==> src/rtl/fp_add_pkg.sv <==
// Shared types and constants for the binary32 adder operand-issue stage.
//   fp_class_t   : operand classification (denormals are folded into ZERO)
//   fp_issue_t   : one issued operand pair plus its bypass decision
//   skid_state_t : occupancy of the output/skid register pair
//   satShift     : clamps an 8-bit exponent difference to the 5-bit shift field
package fp_add_pkg;

  typedef enum logic [1:0] {
    ZERO = 2'd0,
    NORM = 2'd1,
    INF  = 2'd2,
    NAN  = 2'd3
  } fp_class_t;

  localparam logic [31:0] FP_QNAN     = 32'h7FC00000;
  localparam logic [7:0]  FP_EXP_MAX  = 8'hFF;
  localparam logic [31:0] FP_POS_ZERO = 32'h0;

  typedef struct packed {
    logic [31:0] opLarge;
    logic [31:0] opSmall;
    logic [4:0]  shift;
    logic        sub;
    logic        special;
    logic [31:0] result;
  } fp_issue_t;

  typedef enum logic [1:0] {
    SKID_EMPTY = 2'd0,
    SKID_ONE   = 2'd1,
    SKID_TWO   = 2'd2
  } skid_state_t;

  // Any alignment of 31 or more shifts the small mantissa out entirely,
  // so larger differences are indistinguishable downstream.
  function automatic logic [4:0] satShift(input logic [7:0] diff);
    return (diff > 8'd31) ? 5'd31 : diff[4:0];
  endfunction

endpackage

==> src/rtl/fp_add_issue_classify.sv <==
// Combinational binary32 operand classifier.
//   op      : raw binary32 operand
//   cls     : ZERO / NORM / INF / NAN (denormals report ZERO)
//   flushed : operand with denormals replaced by a zero of the same sign
import fp_add_pkg::*;

module fp_classify (
  input  logic [31:0] op,
  output fp_class_t   cls,
  output logic [31:0] flushed
);

  always_comb begin
    cls     = NORM;
    flushed = op;
    if (op[30:23] == 8'h00) begin
      // Zero and denormal alike; the denormal's fraction is dropped here.
      cls     = ZERO;
      flushed = {op[31], 31'h0};
    end else if (op[30:23] == FP_EXP_MAX) begin
      cls = (op[22:0] == 23'h0) ? INF : NAN;
    end
  end

endmodule

==> src/rtl/fp_add_issue.sv <==
// Registered operand-issue stage in front of the binary32 adder datapath.
// Orders the operands by magnitude, computes alignment shift and effective
// operation, and resolves NaN/Inf/zero/exact-cancellation to a bypass result.
//
// Ports:
//   clk, rst_n           : clock (rising edge), async active-low reset
//   in_valid/in_ready    : operand pair handshake (in_ready is registered)
//   in_a, in_b           : binary32 operands
//   out_valid/out_ready  : issued pair handshake
//   out_large/out_small  : operands ordered by magnitude, denormals flushed
//   out_shift            : exponent difference saturated at 31
//   out_sub              : sign_a ^ sign_b
//   out_special/out_result : bypass flag and final result (0 when not special)
//
// Handshake: a transfer happens on a rising edge where valid & ready are both
// high. Once out_valid is high it holds, with stable data, until out_ready.
// in_valid seen while in_ready is low is ignored.
//
// Buffering: an output register plus one skid register. in_ready is computed
// from the next state, so it falls the cycle after the skid entry fills and
// no output depends combinationally on any input.
import fp_add_pkg::*;

module fp_add_issue (
  input  logic        clk,
  input  logic        rst_n,
  input  logic        in_valid,
  output logic        in_ready,
  input  logic [31:0] in_a,
  input  logic [31:0] in_b,
  output logic        out_valid,
  input  logic        out_ready,
  output logic [31:0] out_large,
  output logic [31:0] out_small,
  output logic [4:0]  out_shift,
  output logic        out_sub,
  output logic        out_special,
  output logic [31:0] out_result
);

  fp_class_t   clsA, clsB;
  logic [31:0] flushA, flushB;
  logic        aIsLarge;
  logic [7:0]  expDiff;
  fp_issue_t   issueNext;

  fp_classify uClassA (.op(in_a), .cls(clsA), .flushed(flushA));
  fp_classify uClassB (.op(in_b), .cls(clsB), .flushed(flushB));

  // Ordering, shift and special-case resolution for the pair on the inputs.
  always_comb begin
    issueNext = '0;
    // Ties keep in_a as the large operand.
    aIsLarge  = (flushA[30:0] >= flushB[30:0]);
    issueNext.opLarge = aIsLarge ? flushA : flushB;
    issueNext.opSmall = aIsLarge ? flushB : flushA;
    expDiff           = issueNext.opLarge[30:23] - issueNext.opSmall[30:23];
    issueNext.shift   = satShift(expDiff);
    issueNext.sub     = in_a[31] ^ in_b[31];
    issueNext.special = 1'b1;
    issueNext.result  = FP_POS_ZERO;
    if (clsA == NAN || clsB == NAN) begin
      issueNext.result = FP_QNAN;
    end else if (clsA == INF && clsB == INF && issueNext.sub) begin
      issueNext.result = FP_QNAN;
    end else if (clsA == INF) begin
      issueNext.result = flushA;
    end else if (clsB == INF) begin
      issueNext.result = flushB;
    end else if (clsA == ZERO && clsB == ZERO) begin
      // Only -0 + -0 keeps the negative sign.
      issueNext.result = {in_a[31] & in_b[31], 31'h0};
    end else if (clsA == ZERO) begin
      issueNext.result = in_b;
    end else if (clsB == ZERO) begin
      issueNext.result = in_a;
    end else if (flushA[30:0] == flushB[30:0] && issueNext.sub) begin
      issueNext.result = FP_POS_ZERO;
    end else begin
      issueNext.special = 1'b0;
    end
  end

  skid_state_t state, stateNext;
  fp_issue_t   outReg, skidReg;
  logic        accept;
  logic        loadOutNew, loadOutSkid, loadSkid;

  assign accept = in_valid & in_ready;

  always_comb begin
    stateNext   = state;
    loadOutNew  = 1'b0;
    loadOutSkid = 1'b0;
    loadSkid    = 1'b0;
    case (state)
      SKID_EMPTY: begin
        if (accept) begin
          loadOutNew = 1'b1;
          stateNext  = SKID_ONE;
        end
      end
      SKID_ONE: begin
        if (accept && out_ready) begin
          // Drain and refill in the same cycle: no bubble.
          loadOutNew = 1'b1;
        end else if (accept) begin
          loadSkid  = 1'b1;
          stateNext = SKID_TWO;
        end else if (out_ready) begin
          stateNext = SKID_EMPTY;
        end
      end
      SKID_TWO: begin
        if (out_ready) begin
          loadOutSkid = 1'b1;
          stateNext   = SKID_ONE;
        end
      end
      default: stateNext = SKID_EMPTY;
    endcase
  end

  always_ff @(posedge clk or negedge rst_n) begin
    if (!rst_n) begin
      state     <= SKID_EMPTY;
      in_ready  <= 1'b1;
      out_valid <= 1'b0;
      outReg    <= '0;
      skidReg   <= '0;
    end else begin
      state     <= stateNext;
      in_ready  <= (stateNext != SKID_TWO);
      out_valid <= (stateNext != SKID_EMPTY);
      if (loadOutNew) outReg <= issueNext;
      if (loadOutSkid) outReg <= skidReg;
      if (loadSkid) skidReg <= issueNext;
    end
  end

  assign out_large   = outReg.opLarge;
  assign out_small   = outReg.opSmall;
  assign out_shift   = outReg.shift;
  assign out_sub     = outReg.sub;
  assign out_special = outReg.special;
  assign out_result  = outReg.result;

endmodule

==> config.mk <==
export PLATFORM = sky130hd
export DESIGN_NAME = fp_add_issue
export DESIGN_NICKNAME = d
export VERILOG_FILES = /design/src/rtl/fp_add_pkg.sv /design/src/rtl/fp_add_issue_classify.sv /design/src/rtl/fp_add_issue.sv
export SDC_FILE = /design/constraint.sdc
export NUM_CORES = 1
export LEC_CHECK = 0
export ABC_CLOCK_PERIOD_IN_PS = 2650
export CORE_MARGIN = 4
export CORE_UTILIZATION = 44
export DETAILED_ROUTE_END_ITERATION = 8
export PLACE_DENSITY = 0.67
export SLEW_MARGIN = 20
export SYNTH_ARGS = -nofsm -noshare
export SYNTH_HDL_FRONTEND = slang
export SYNTH_HIERARCHICAL = 1
export SYNTH_SLANG_ARGS = --single-unit
==> constraint.sdc <==
create_clock -name clk -period 2.65 [get_ports clk]
set_input_delay 0.3975 -clock clk [delete_from_list [all_inputs] [get_ports clk]]
set_output_delay 0.3975 -clock clk [all_outputs]
set_load 0.1 [all_outputs]
==> run metrics <==
Setup crit start in_b[29]; Num CTS Buffers 23; Post-synth ARST share 100%; r2r endpoint out_large[20]$_DFFE_PN0P_; critical path startpoint category primary input; Setup CP Type primary input to flip-flop; warning count from the yosys run 6; largest net degree at the start of global routing 80; gp weighted congestion 0.923; worst setup margin -1.82 ns; num rows 58; Vias/cell 5.81; GR met2 Demand/Resource 40.7%; IO Pins 173; mapped cell area 0.0115 mm^2; DRC Markers 0; Crit path arrival time 4.87 ns; Post-synth EDFFs 0; syn avg cell area 8.94 um^2; clock sink count 210; area occupied by multi-input gates 0.00645 mm^2; Synth cell types 62; pwr dens 1140 mW/mm^2; synthesized flop and latch total 210; top post-synthesis cells by area dfrtp_1 (46%), o21ai_0 (7.6%), a22oi_1 (6.5%); fin crit share 169%; HP Start in_b[30]; Final Slew Violations 0; Initial Utilization 45.2%; HPWL Detailed 27.7 mm; global routing's busiest layer met1; RSZ-0062 raised after global routing yes; H-tree levels 1; Max-Cap Viols 0; final setup skew 0.00714 ns; Leak 7.62 nW; Layout Area Growth over Synthesis 47.5%; wire per inst 20.9 um; hold path depth 4; Global Route met3 Usage 3.35%; Clock Path Buffers 3; Setup WS pre-CTS -2.50 ns; CTS tree yes; insertion delay to the later sink of the worst-skew pair 0.52 ns; Routed WL 41.5 mm; die area 0.0287 mm^2; worst r2r path cells 6; sequential area share after synthesis 45.8%; PortBufs 172; Max FO, Critical Path 5; Slew headroom 51.9%; met1 GRT Util 41.1%; Synth area leader dfrtp_1; Initial DRC Count 1180; worst reg2reg setup slack 0.65 ns; share of layout cells above drive strength 1 36.8%; Final Setup Violations 140; gr ovfl total 0; clk root buf clkbuf_16; critical path capture point type flip-flop; Synth top area share 45.6%; Tmin final 4.47 ns; Die Y 169 um; initial antenna violation count 1; Hold/Removal Path Class primary input to flip-flop; Peak supply drop 1350 uV; FF-to-FF Start state[1]$_DFF_PN0_; Final Hold Fails 0; failing checks negative setup slack; Worst-Margin Slew 0.717 ns; Via Count 11500; first-pass GRT wire length 62.2 mm; Max Freq 0.224 GHz; WHS Endpoint skidReg[101]$_DFFE_PN0P_; clock-pin slew on the worst setup and hold paths 0.07 ns; Tot GR Track Use 27.1%; Critical Path RT 3.05 ns; Main synth FF type dfrtp_1; DR pass1 iterations 5; Die Wd 169 um; vias in the first global route 10900; Core Region 0.0254 mm^2; Routed Antenna Nets 0; nets 1742; Syn Inst Count 1283; Final TNS setup -84.40 ns; status finished, violations left; Net Count, Synth 1384; fill cell count 2006; Register Area 0.00526 mm^2
-- sequential cells by signal (all words and copies together) (netlist names) --
register	count
out_valid	1
out_sub	1
out_result	32
in_ready	1
skidReg	103
out_special	1
out_large	32
out_small	32
out_shift	5
state	2
-- synthesized netlist by cell type (all sizes together) (2+ instances only) --
library cell / number
nand3b: 2
o31a: 2
nor2: 112
o22ai: 34
dfrtp: 209
xnor2: 2
o211ai: 3
nand2: 149
ha: 33
nand2b: 8
buf: 19
nor4: 16
a22o: 4
a221oi: 2
clkbuf: 83
a31oi: 2
a2bb2oi: 2
a21oi: 110
a211oi: 7
and2: 49
o21ai: 176
a311o: 22
or2: 2
dlygate4sd3: 2
nand4: 13
a22oi: 99
and3: 2
inv: 37
a2111oi: 6
dlygate4sd1: 2
nand3: 6
nor3: 10
mux2i: 35
and4: 2
a21o: 2
nor2b: 7
-- power breakdown --
part,total (mW),switching [mW],internal [mW]
combinational,10.7,8.09,2.57
clock,3.22,1.31,1.91
sequential,5.35,0.836,4.51
-- per-layer routing --
metal,vias to the layer above,share of wire [%]
met3,96,6.4
li1,5353,-
met4,0,3.4
met5,-,0
met1,5638,46
met2,462,45
-- layout by cell type (no fill, tap or decap), drive strengths merged, types with 35 or more instances in the layout --
cell and n:
a21oi 110, a22oi 99, and2 49, buf 379, clkbuf 39, clkdlybuf4s50 50
dfrtp 209, inv 38, mux2i 35, nand2 149, nor2 112, o21ai 176
-- worst max-delay path by stage --
stage | depth (start not counted) | to
after floorplan | 23 | out_shift[1]$_DFFE_PN0P_
after global placement | 26 | out_shift[2]$_DFFE_PN0P_
after detailed placement | 25 | skidReg[36]$_DFFE_PN0P_
after CTS | 25 | out_shift[1]$_DFFE_PN0P_
after global routing | 25 | out_shift[4]$_DFFE_PN0P_
final | 25 | out_shift[1]$_DFFE_PN0P_
-- metrics by stage --
step | hold slack [ns] | std cells | area, um^2 | utilization (%) | power, mW
finish | 0.354 | 1988 | 16900 | 66.6 | 19.2
global route | 0.390 | 1988 | 16900 | 66.6 | 20.1
CTS | 0.343 | 1971 | 16400 | 64.5 | 19.0
detailed placement | 0.382 | 1900 | 14900 | 58.8 | 15.6
global placement | 0.377 | 1900 | 14900 | 58.8 | 15.5
floorplan | 0.102 | 1283 | 11700 | - | 12.9
-- timing repair --
item,4_1_cts,5_1_grt
hold buffers,1,0
buffers inserted,23,13
setup endpoints to repair,201,204
hold endpoints to repair,44,0
gates cloned,6,4
gates resized for setup,138,105
pin swaps,18,21
-- worst max-delay path: stages --
cell and delay (ns):
buf_8 0.10, nor4_4 0.31, nand2_4 0.15, buf_12 0.18
buf_4 0.15, and2_4 0.16, inv_1 0.10, ha_4 0.22
a21oi_2 0.16, o21ai_2 0.10, a221oi_2 0.35, nand2_2 0.14
nor2_4 0.22, mux2i_4 0.30, nand2b_4 0.08, ha_4 0.16
o21ai_1 0.12, nand2_1 0.09, a21oi_2 0.13, o21ai_2 0.08
and4_1 0.19, a2111o_1 0.38, buf_8 0.19, a2111oi_2 0.29
a21oi_1 0.10
-- layout make-up --
cell class	instances	area share, %
sequential	210	31.1
timing repair buffer	439	23.0
clock buffer	34	3.88
tap	330	2.44
clock inverter	7	0.555
multi-input combinational	930	38.1
inverter	37	0.969
antenna	1	0.0148
-- cells by family (layout without fill, tap and decap cells) --
family | after synthesis | after routing | synth area share, %
AOI/OAI and AO/OA | 479 | 479 | 25.8
buffers and inverters | 143 | 517 | 5.28
and+or+nand+nor | 380 | 380 | 16.3
adders and majority gates | 33 | 33 | 3.60
xor gates and xnor gates | 2 | 2 | 0.153
muxes | 36 | 36 | 3.15
DFF | 210 | 210 | 45.8
other | 0 | 1 | 0
(Power assumes the default switching activity.)
